[config.mk]
export PLATFORM = sky130hd
export DESIGN_NAME = axis_sts_rx
export DESIGN_NICKNAME = d
export VERILOG_FILES = /design/src/rtl/axis_sts_rx.sv
export SDC_FILE = /design/constraint.sdc
export NUM_CORES = 1
export LEC_CHECK = 0
export CAP_MARGIN = 20
export CORE_MARGIN = 2
export CORE_UTILIZATION = 43
export DETAILED_ROUTE_END_ITERATION = 12
export PLACE_DENSITY_LB_ADDON = 0.15
export SETUP_SLACK_MARGIN = 0.05
export SYNTH_ARGS = -nofsm -noshare
export SYNTH_HDL_FRONTEND = slang
export SYNTH_SLANG_ARGS = --single-unit
[constraint.sdc]
create_clock -name m_axi_s2mm_aclk -period 7.3 [get_ports m_axi_s2mm_aclk]
set_input_delay 1.46 -clock m_axi_s2mm_aclk [delete_from_list [all_inputs] [get_ports m_axi_s2mm_aclk]]
set_output_delay 1.46 -clock m_axi_s2mm_aclk [all_outputs]
set_load 0.02 [all_outputs]
[src/rtl/axis_sts_rx.sv]
`default_nettype none
// +----------------------------------------------------------------------------+
// | Module      : axis_sts_rx                                                  |
// | Description : S2MM status-stream sink; parses 6-beat status frames into a  |
// |               flag/APP record with valid/ready and good/bad frame counters.|
// | Revision    : 1.0 - initial release                                        |
// +----------------------------------------------------------------------------+
module axis_sts_rx #(
    parameter int          C_S_AXIS_S2MM_STS_TDATA_WIDTH = 32,
    parameter logic [3:0]  C_STS_TAG                     = 4'h5,
    parameter int          C_CNT_WIDTH                   = 16
) (
    input  logic                                       m_axi_s2mm_aclk,
    input  logic                                       rst,
    input  logic [C_S_AXIS_S2MM_STS_TDATA_WIDTH-1:0]   s_axis_s2mm_sts_tdata,
    input  logic [C_S_AXIS_S2MM_STS_TDATA_WIDTH/8-1:0] s_axis_s2mm_sts_tkeep,
    input  logic                                       s_axis_s2mm_sts_tvalid,
    input  logic                                       s_axis_s2mm_sts_tlast,
    output logic                                       s_axis_s2mm_sts_tready,
    output logic                                       rec_valid,
    input  logic                                       rec_ready,
    output logic [31:0]                                rec_flag,
    output logic [159:0]                               rec_app,
    output logic [C_CNT_WIDTH-1:0]                     frame_cnt,
    output logic [C_CNT_WIDTH-1:0]                     err_cnt,
    output logic                                       err_pulse,
    output logic [1:0]                                 err_code
);

    localparam logic [1:0] c_st_idle  = 2'd0;
    localparam logic [1:0] c_st_app   = 2'd1;
    localparam logic [1:0] c_st_drain = 2'd2;

    localparam logic [2:0] c_first_idx = 3'd1;
    localparam logic [2:0] c_last_idx  = 3'd5;

    localparam logic [1:0] c_err_tag  = 2'd0;
    localparam logic [1:0] c_err_short = 2'd1;
    localparam logic [1:0] c_err_long  = 2'd2;
    localparam logic [1:0] c_err_keep  = 2'd3;

    localparam logic [C_S_AXIS_S2MM_STS_TDATA_WIDTH/8-1:0] c_keep_all = '1;
    localparam logic [C_CNT_WIDTH-1:0] c_cnt_max = '1;
    localparam logic [C_CNT_WIDTH-1:0] c_cnt_one = {{(C_CNT_WIDTH-1){1'b0}}, 1'b1};

    logic [1:0]             r_state;
    logic [2:0]             r_idx;
    logic                   r_en;
    logic                   r_rec_valid;
    logic [31:0]            r_rec_flag;
    logic [31:0]            r_app [0:4];
    logic [C_CNT_WIDTH-1:0] r_frame_cnt;
    logic [C_CNT_WIDTH-1:0] r_err_cnt;
    logic                   r_err_pulse;
    logic [1:0]             r_err_code;

    logic       w_tready;
    logic       w_xfer;
    logic       w_keep_ok;
    logic       w_tag_ok;
    logic [1:0] w_state_nxt;
    logic [2:0] w_idx_nxt;
    logic       w_err;
    logic [1:0] w_err_code;
    logic       w_commit;
    logic       w_flag_we;
    logic       w_app_we;

    // IDLE readiness follows rec_ready directly so a record can be consumed and
    // the next flag beat accepted on the same edge; r_en holds tready low in reset.
    assign w_tready  = r_en & ((r_state != c_st_idle) | ~r_rec_valid | rec_ready);
    assign w_xfer    = s_axis_s2mm_sts_tvalid & w_tready;
    assign w_keep_ok = (s_axis_s2mm_sts_tkeep == c_keep_all);
    assign w_tag_ok  = (s_axis_s2mm_sts_tdata[31:28] == C_STS_TAG);

    always_comb begin
        w_state_nxt = r_state;
        w_idx_nxt   = r_idx;
        w_err       = 1'b0;
        w_err_code  = c_err_tag;
        w_commit    = 1'b0;
        w_flag_we   = 1'b0;
        w_app_we    = 1'b0;
        case (r_state)
            c_st_idle: begin
                if (w_xfer) begin
                    if (!w_keep_ok) begin
                        w_err      = 1'b1;
                        w_err_code = c_err_keep;
                    end else if (!w_tag_ok) begin
                        w_err      = 1'b1;
                        w_err_code = c_err_tag;
                    end else if (s_axis_s2mm_sts_tlast) begin
                        w_err      = 1'b1;
                        w_err_code = c_err_short;
                    end else begin
                        w_flag_we   = 1'b1;
                        w_idx_nxt   = c_first_idx;
                        w_state_nxt = c_st_app;
                    end
                    if (w_err) begin
                        w_state_nxt = s_axis_s2mm_sts_tlast ? c_st_idle : c_st_drain;
                    end
                end
            end
            c_st_app: begin
                if (w_xfer) begin
                    if (!w_keep_ok) begin
                        w_err       = 1'b1;
                        w_err_code  = c_err_keep;
                        w_state_nxt = s_axis_s2mm_sts_tlast ? c_st_idle : c_st_drain;
                    end else begin
                        w_app_we = 1'b1;
                        if (s_axis_s2mm_sts_tlast && (r_idx == c_last_idx)) begin
                            w_commit    = 1'b1;
                            w_state_nxt = c_st_idle;
                        end else if (s_axis_s2mm_sts_tlast) begin
                            w_err       = 1'b1;
                            w_err_code  = c_err_short;
                            w_state_nxt = c_st_idle;
                        end else if (r_idx == c_last_idx) begin
                            w_err       = 1'b1;
                            w_err_code  = c_err_long;
                            w_state_nxt = c_st_drain;
                        end else begin
                            w_idx_nxt = r_idx + 3'd1;
                        end
                    end
                end
            end
            c_st_drain: begin
                if (w_xfer && s_axis_s2mm_sts_tlast) begin
                    w_state_nxt = c_st_idle;
                end
            end
            default: begin
                w_state_nxt = c_st_idle;
            end
        endcase
    end

    always_ff @(posedge m_axi_s2mm_aclk or posedge rst) begin
        if (rst) begin
            r_state     <= c_st_idle;
            r_idx       <= 3'd0;
            r_en        <= 1'b0;
            r_rec_valid <= 1'b0;
            r_rec_flag  <= 32'd0;
            for (int i = 0; i < 5; i++) begin
                r_app[i] <= 32'd0;
            end
            r_frame_cnt <= '0;
            r_err_cnt   <= '0;
            r_err_pulse <= 1'b0;
            r_err_code  <= 2'd0;
        end else begin
            r_en        <= 1'b1;
            r_state     <= w_state_nxt;
            r_idx       <= w_idx_nxt;
            r_err_pulse <= w_err;

            if (w_flag_we) begin
                r_rec_flag <= s_axis_s2mm_sts_tdata[31:0];
            end

            // APP beats land straight in the record; no frame can be in flight
            // while a previous record is still waiting to be consumed.
            if (w_app_we) begin
                case (r_idx)
                    3'd1:    r_app[0] <= s_axis_s2mm_sts_tdata[31:0];
                    3'd2:    r_app[1] <= s_axis_s2mm_sts_tdata[31:0];
                    3'd3:    r_app[2] <= s_axis_s2mm_sts_tdata[31:0];
                    3'd4:    r_app[3] <= s_axis_s2mm_sts_tdata[31:0];
                    3'd5:    r_app[4] <= s_axis_s2mm_sts_tdata[31:0];
                    default: ;
                endcase
            end

            if (w_commit) begin
                r_rec_valid <= 1'b1;
                if (r_frame_cnt != c_cnt_max) begin
                    r_frame_cnt <= r_frame_cnt + c_cnt_one;
                end
            end else if (r_rec_valid && rec_ready) begin
                r_rec_valid <= 1'b0;
            end

            if (w_err) begin
                r_err_code <= w_err_code;
                if (r_err_cnt != c_cnt_max) begin
                    r_err_cnt <= r_err_cnt + c_cnt_one;
                end
            end
        end
    end

    assign s_axis_s2mm_sts_tready = w_tready;
    assign rec_valid              = r_rec_valid;
    assign rec_flag               = r_rec_flag;
    assign rec_app                = {r_app[4], r_app[3], r_app[2], r_app[1], r_app[0]};
    assign frame_cnt              = r_frame_cnt;
    assign err_cnt                = r_err_cnt;
    assign err_pulse              = r_err_pulse;
    assign err_code               = r_err_code;

endmodule
`default_nettype wire

After elaboration in Yosys (flattened, before gate mapping)
Index checks and enable logic that the tools add are counted.
{"block": "op_classes", "n_shift": 0, "eq_ne": 25, "addsub": 3, "bitwise": 5, "div_mod_pow": 0, "reduce_logical": 16, "muxes": 59, "n_lt_le_gt_ge": 0, "mul": 0}
{"cell": "2-bit 2-to-1 mux", "n": 19}
{"cell": "16-bit by 1-bit adder with 16-bit output (second input constant)", "n": 2}
{"cell": "16-bit != test (second input constant)", "n": 2}
{"cell": "1-bit 2-to-1 mux", "n": 27}
{"cell": "3-bit 2-to-1 mux", "n": 9}
{"cell": "2-bit != test (second input constant)", "n": 10}
{"cell": "2-bit AND reduction", "n": 7}
{"cell": "10-bit AND reduction", "n": 1}
{"cell": "3-bit by 2-bit != test with 1-bit output (second input constant)", "n": 3}
{"cell": "7-bit AND reduction", "n": 1}
{"cell": "3-bit by 2-bit == test with 1-bit output (second input constant)", "n": 2}
{"cell": "3-bit == test (second input constant)", "n": 2}
{"cell": "2-bit case mux with 3 select lines", "n": 1}
{"cell": "3-bit case mux with 2 select lines", "n": 1}
{"cell": "2-bit nonzero test", "n": 3}
{"cell": "5-bit != test (second input constant)", "n": 1}
{"cell": "4-bit by 3-bit == test with 1-bit output (second input constant)", "n": 1}
{"cell": "4-bit == test (second input constant)", "n": 1}
{"cell": "2-bit case mux with 2 select lines", "n": 1}
{"cell": "3-bit by 1-bit adder with 3-bit output (second input constant)", "n": 1}
{"cell": "3-bit by 1-bit == test with 1-bit output (second input constant)", "n": 1}
{"cell": "1-bit logical AND", "n": 3}
{"cell": "1-bit bitwise AND", "n": 2}
{"cell": "2-bit by 1-bit == test with 1-bit output (second input constant)", "n": 1}
{"cell": "other kinds (5)", "n": 6}
{"block": "totals", "mem_bits_ro": 0, "output_inout_bits": 229, "mem_bits_rw": 0, "latch_bits": 0, "inputBits": 41, "regBits": 234, "memories": 0, "elab_cells": 122}

Logic depth before layout (Yosys ltp)
Gate-level depths: netlist of run 1.
{"block": "logic_depth", "depth_word": 10, "depth_mapped": 11, "ltp_nobuf": 10}

Worst setup path after synthesis of run 1
OpenSTA, ideal clock, no wires.
{"block": "synth_timing", "path_kind": "input to output", "startpoint": "in rec_ready", "endpoint": "out s_axis_s2mm_sts_tready", "n_path_buf": 0, "stages": 3, "t_arrival_ns": 1.999, "t_required_ns": 5.840, "slack_ns": 3.841, "path_cell_list": "nor3b_1 nor2b_1 nor2b_1"}
{"block": "synth_between", "elab_chain_cells": 2}
{"element": "from (decl)", "line": "21", "rtl": "input logic rec_ready,"}
{"element": "1-bit bitwise OR", "line": "71", "rtl": "assign w_tready = r_en & ((r_state != c_st_idle) | ~r_rec_valid | rec_ready);"}
{"element": "1-bit bitwise AND", "line": "71"}
{"element": "to (decl)", "line": "19", "rtl": "output logic s_axis_s2mm_sts_tready,"}
No other way between the ends.

Worst setup path after layout of run 1
Ends and elaborated chain as after synthesis.

==> results of run 1 <==
==> cell type report <==
class                      count  area (um^2)  area share
timing repair buffer         275         2750      0.2096
tap                          275        344.1     0.02623
clock buffer                  35        743.2     0.05665
clock inverter                11        111.4    0.008488
sequential                   234         5856      0.4463
inverter                       9        37.54    0.002861
multi-input combinational    348         3278      0.2499
==> synth_stat cells, types with 10 or more instances <==
cell type  count  share of area
nor2_1        13         0.0052
xnor2_1       16          0.015
buf_4         12         0.0097
dfrtp_1      234           0.63
ha_1          10          0.013
xor2_1        14          0.013
nand3_1       11         0.0059
mux2_2       135           0.16
mux2_1        58          0.070
nand2_1       18         0.0073
nand4_1       12         0.0081
buf_2         12         0.0065
==> power breakdown <==
part | switching, W | internal, W | total, W
combinational | 0.0000918 | 0.0000723 | 0.000164
sequential | 0.0000295 | 0.00132 | 0.00135
clock | 0.000506 | 0.000780 | 0.00129
==> per-layer routing <==
metal / share of wire / routed length [um] / up-vias / global-route usage
met5: 0 / 0 / - / 0
met4: 0.024 / 556 / 0 / 0.05561
met3: 0.076 / 1790 / 37 / 0.06145
met2: 0.49 / 11580 / 205 / 0.3461
met1: 0.41 / 9553 / 3162 / 0.2587
li1: - / - / 2737 / -
==> cell families after synthesis <==
family,share of synthesized area
adders and majority gates,0.01344
buffers and inverters,0.02057
xor gates and xnor gates,0.02823
muxes,0.2356
DFF,0.6290
AOI/OAI and AO/OA,0.01035
and+or+nand+nor,0.06237
other,0.0004028
==> sequential cells by signal, summed over array words and instances (netlist names) <==
name,flops
err_code,2
rec_flag,32
rec_app,160
r_idx,3
err_cnt,16
err_pulse,1
r_en,1
frame_cnt,16
rec_valid,1
r_state,2
==> worst paths after layout <==
check / end / cells after the start / slack [ns] / start
min reg2reg: rec_flag[30] / 1 / 0.48 / rec_flag[30]
min: rec_flag[30] / 1 / 0.48 / rec_flag[30]
max reg2reg: rec_app[108] / 4 / 4.50 / r_state[0]
min in group asynchronous: r_en / 3 / 1.56 / rst
max in group asynchronous: rec_app[15] / 4 / 4.57 / rst
max: s_axis_s2mm_sts_tready / 5 / 2.86 / rec_ready
==> metrics by stage <==
step	total power (W)	cell area [um^2]
finish	0.002797	13120
CTS	0.002833	13100
global route	0.002906	13120
floorplan	0.001437	9313
detailed placement	0.001536	12250
global placement	0.001530	12250
==> critical path: cells and delay by family <==
kind / cells / cell delay (ns)
and+or+nand+nor: 3 / 0.58
buffers and inverters: 2 / 0.95
==> run metrics, run 1 <==
hold_ws=0.4831 ns; total grt overflow=0; Clk pin slew, worst setup/hold paths=0.06 ns; overall die area=roughly 0.023 mm^2; Nets=between 900 and 1000; crit path kind=input port to primary output; Final Hold Viols=0; max_cap viols=0; Final Critical Period=~4.4 ns; final setup TNS=0 ns; Clock Root Buffer=clkbuf_16; fin worst setup slack=roughly 2.9 ns; final setup fails=0; average wire per cell in the routed design=19.78 um; Layout Cells excl Fill=about 1200; GRT Util Overall=0.2052; CP Capture Type=primary output; post-DP HPWL=15910 um; effective utilization at floorplan=0.4401; ANT cells=0; FF+latch count, synth=234; worst min-delay path class=register to register; CTS Buf Count=25; vias per cell=a little over 5; placed insts=about 1100; Seq/Total Area, Yosys=0.6290; Rows=53; clk sink count=234; Async SR Flop Fraction=1.000; CTS tree=yes; main flop type after synthesis=dfrtp_1; Tcrit/Tclk final=0.6088; most frequent cells in the layout=clkdlybuf4s50_1, dfrtp_1, mux2_2; I/O pins=270; Syn Nets=approximately 670; DRT iter0 DRCs=~200; post-CTS sizing=0; FILL cells=between 1500 and 2000; Detail Route Antenna Nets=0; Skew-Pair Late Insertion Delay=between 0.5 and 0.6 ns; DR DRC count=0; CTS Hold Bufs=0; first-pass GRT wire length=36200 um; ratio of cells with drive above 1 in the final layout=0.2215; leakage power=between 6 and 7 nW; number of antenna violations at the first check in global routing=0; Die Height=151.1 um; Ys Warns=0; IO buf count=between 200 and 300; pwr dens=around 210 mW/mm^2; core area=~0.021 mm^2; worst-path cell chain=clkdlybuf4s50_1 -> nor3b_1 -> nor2b_1 -> nor2b_1 -> clkdlybuf4s50_1; post-CTS setup buffer count=0; maximum VDD drop=approximately 0.17 mV; Slew @ Worst Pin=around 1.0 ns; Synth cell types=42; total vias in the final route=approximately 6000; Peak Freq=around 220 MHz; Core Util, Final=0.6202; crit-path max FO=3; Avg Inst Size Synth=approximately 15 um^2; Data required, critical path=between 5 and 6 ns; vias in the first global route=about 6500; number of H-tree levels=1; final wirelength=approximately 23000 um; Post-Syn Area=0.009309 mm^2; status=finished, final reports clean; worst path arrival time=~3 ns; clk_skew=~0.012 ns; placer congestion estimate=roughly 0.81; Worst setup SP type=input port; Initial DRT Pass Iterations=4; unrepaired setup endpoints after global routing=no; largest net degree at the start of global routing=64; pre-CTS setup slack=2.869 ns; Synth-to-Final Area Change=40.94%; DIE WIDTH=~150 um; Final Max Tran Viols=0; Critical-path top delay cell=clkdlybuf4s50_1; Post-synth EDFFs=0; Max Buffers Root-to-Sink=3; slowest stage delay, CP=around 0.53 ns; synthesized instance count=a little over 600; leading cell type in the layout, fill and taps excluded=clkdlybuf4s50_1; Slew HR=0.3024
Note: power is estimated with default switching activity, not from simulation.
==> run 2: changes to the inputs <==
--- a/config.mk
+++ b/config.mk
@@ -7,7 +7,7 @@
 export LEC_CHECK = 0
 export CAP_MARGIN = 20
 export CORE_MARGIN = 2
-export CORE_UTILIZATION = 43
+export CORE_UTILIZATION = 48
 export DETAILED_ROUTE_END_ITERATION = 12
 export PLACE_DENSITY_LB_ADDON = 0.15
 export SETUP_SLACK_MARGIN = 0.05
==> constraint.sdc (replaced) <==
create_clock -name m_axi_s2mm_aclk -period 4.6 [get_ports m_axi_s2mm_aclk]
set_input_delay 0.92 -clock m_axi_s2mm_aclk [delete_from_list [all_inputs] [get_ports m_axi_s2mm_aclk]]
set_output_delay 0.92 -clock m_axi_s2mm_aclk [all_outputs]
set_load 0.02 [all_outputs]
==> run 2 against run 1 <==
Net effect:
- sequential power increased by 58%
- largest cell class unchanged
- hold slack got worse by 0.011 ns
- highest routed layer unchanged
- non-clock buffer count increased by 4
- critical path type unchanged
- first-iteration DRC count increased by 24%
==> run metrics, run 2 (synthesis gave the netlist of run 1 again) <==
DR DRC count=0 (unchanged); Critical R2R Launch=r_state[0] (unchanged); vias per cell=5.144 (was 5.174); FILL cells=1348 (was 1595); IO buf count=269 (unchanged); CTS tree=yes (unchanged); flip-flop and latch area=0.005856 mm^2 (unchanged); crit-path max FO=3 (unchanged); Detail Route Antenna Nets=0 (unchanged); maximum VDD drop=0.2745 mV (was 0.1679 mV); total vias in the final route=6029 (was 6141); effective utilization at floorplan=0.4927 (was 0.4401); Slew HR=0.3037 (was 0.3024); Clock Root Buffer=clkbuf_16 (unchanged); Max Buffers Root-to-Sink=3 (unchanged); Peak Freq=284.7 MHz; most frequent cells in the layout=clkdlybuf4s50_1, dfrtp_1, mux2_2 (unchanged); pwr dens=328.9 mW/mm^2 (was 213.2 mW/mm^2); Final Hold Viols=0 (unchanged); clk_skew=0.01083 ns (was 0.01199 ns); Placed Area=0.01227 mm^2 (was 0.01225 mm^2); max reg flops=160 (unchanged); number of antenna violations at the first check in global routing=0 (unchanged); multi-input logic area=0.003278 mm^2 (unchanged); overall die area=0.02052 mm^2 (was 0.02284 mm^2); worst path arrival time=2.59 ns (was 2.98 ns); post-CTS sizing=0 (unchanged); final setup TNS=0 ns (unchanged); Synth-to-Final Area Change=40.43% (was 40.94%); crit path from=rec_ready (unchanged); Nets=947 (was 944); Die Height=143.3 um (was 151.1 um); Skew-Pair Late Insertion Delay=0.51 ns (about the same); Tcrit/Tclk final=0.7635; Final Critical Period=3.512 ns; max_cap viols=0 (unchanged); CP Capture Type=primary output (unchanged); status=finished, final reports clean (unchanged); total grt overflow=0 (unchanged); post-CTS setup buffer count=0 (unchanged); core area=0.01889 mm^2 (was 0.02115 mm^2); I/O pins=270 (unchanged); number of H-tree levels=1 (unchanged); total design power=0.004300 W (was 0.002797 W); hold depth=1 (unchanged); leakage power=6.293 nW (was 6.309 nW); CTS Hold Bufs=0 (unchanged); crit path kind=input port to primary output (unchanged); GRT Util Overall=0.2278 (was 0.2052); final setup fails=0 (unchanged); DRT iter0 DRCs=245 (was 198); cell area after layout=0.01307 mm^2 (was 0.01312 mm^2); Reg2Reg Depth=5 (was 4); CTS Buf Count=24 (was 25); largest net degree at the start of global routing=152 (was 64); worst min-delay path class=register to register (unchanged); Worst setup SP type=input port (unchanged); fin worst setup slack=1.088 ns (was 2.855 ns); vias in the first global route=6521 (was 6501); ratio of cells with drive above 1 in the final layout=0.2182 (was 0.2215); Slew @ Worst Pin=1.041 ns (was 1.046 ns); DIE WIDTH=143.3 um (was 151.1 um); leading cell type in the layout, fill and taps excluded=clkdlybuf4s50_1 (unchanged); first-pass GRT wire length=36630 um (was 36200 um); clk sink count=234 (unchanged); FF-to-FF setup slack=2.00 ns (was 4.50 ns); ANT cells=0 (unchanged); Initial DRT Pass Iterations=4 (unchanged); Crit Reg-Reg Endpoint=rec_app[33] (was rec_app[108]); final wirelength=23320 um (was 23480 um); post-DP HPWL=16020 um (was 15910 um); Data required, critical path=3.68 ns (was 5.84 ns); pre-CTS setup slack=1.102 ns (was 2.869 ns); average wire per cell in the routed design=19.90 um (was 19.78 um); Rows=50 (was 53); Final Max Tran Viols=0 (unchanged); placer congestion estimate=0.7722 (was 0.8106); Clk pin slew, worst setup/hold paths=0.06 ns (about the same); unrepaired setup endpoints after global routing=no (unchanged); crit path capture=s_axis_s2mm_sts_tready (unchanged)
-- run 2: final cells by class --
cell class	count	area share
inverter	9	0.002871
multi-input combinational	348	0.2508
tap	260	0.02489
sequential	234	0.4479
clock inverter	7	0.004786
clock buffer	35	0.05456
timing repair buffer	279	0.2142
-- run 2: metrics by stage --
stage          utilization  cells  hold slack, ns
6_report            0.6919   1172          0.4723
5_1_grt             0.6919   1172          0.5012
4_1_cts             0.6905   1171          0.4742
3_5_place_dp        0.6494   1129          0.4598
3_3_place_gp        0.6494   1129          0.4551
2_1_floorplan            -    617          0.5429
-- run 2: critical path, cell delays in order --
cell and delay (ns):
clkdlybuf4s50_1 0.42, nor3b_1 0.38, nor2b_1 0.25, nor2b_1 0.07, clkdlybuf4s50_1 0.55
-- run 2: worst min path at each step --
stage                             from           end
after CTS                 rec_flag[28]  rec_flag[28]
final                     rec_flag[28]  rec_flag[28]
after global placement    rec_flag[28]  rec_flag[28]
after detailed placement  rec_flag[28]  rec_flag[28]
after global routing      rec_flag[30]  rec_flag[30]
after floorplan               r_idx[0]      r_idx[0]
-- run 2: power breakdown --
part           leakage (nW)  switching, W  internal (W)  total (W)
combinational          2.68      0.000146      0.000117   0.000264
clock                 0.384      0.000777       0.00113    0.00190
sequential             3.23     0.0000429       0.00209    0.00213
total                  6.29      0.000966       0.00333    0.00430
-- run 2: routing by layer --
layer	share of wire	wire length, um	global-route usage
met4	0.026	602	0.05986
met3	0.069	1602	0.06405
met2	0.50	11640	0.3923
met5	0	0	0
met1	0.41	9482	0.2841
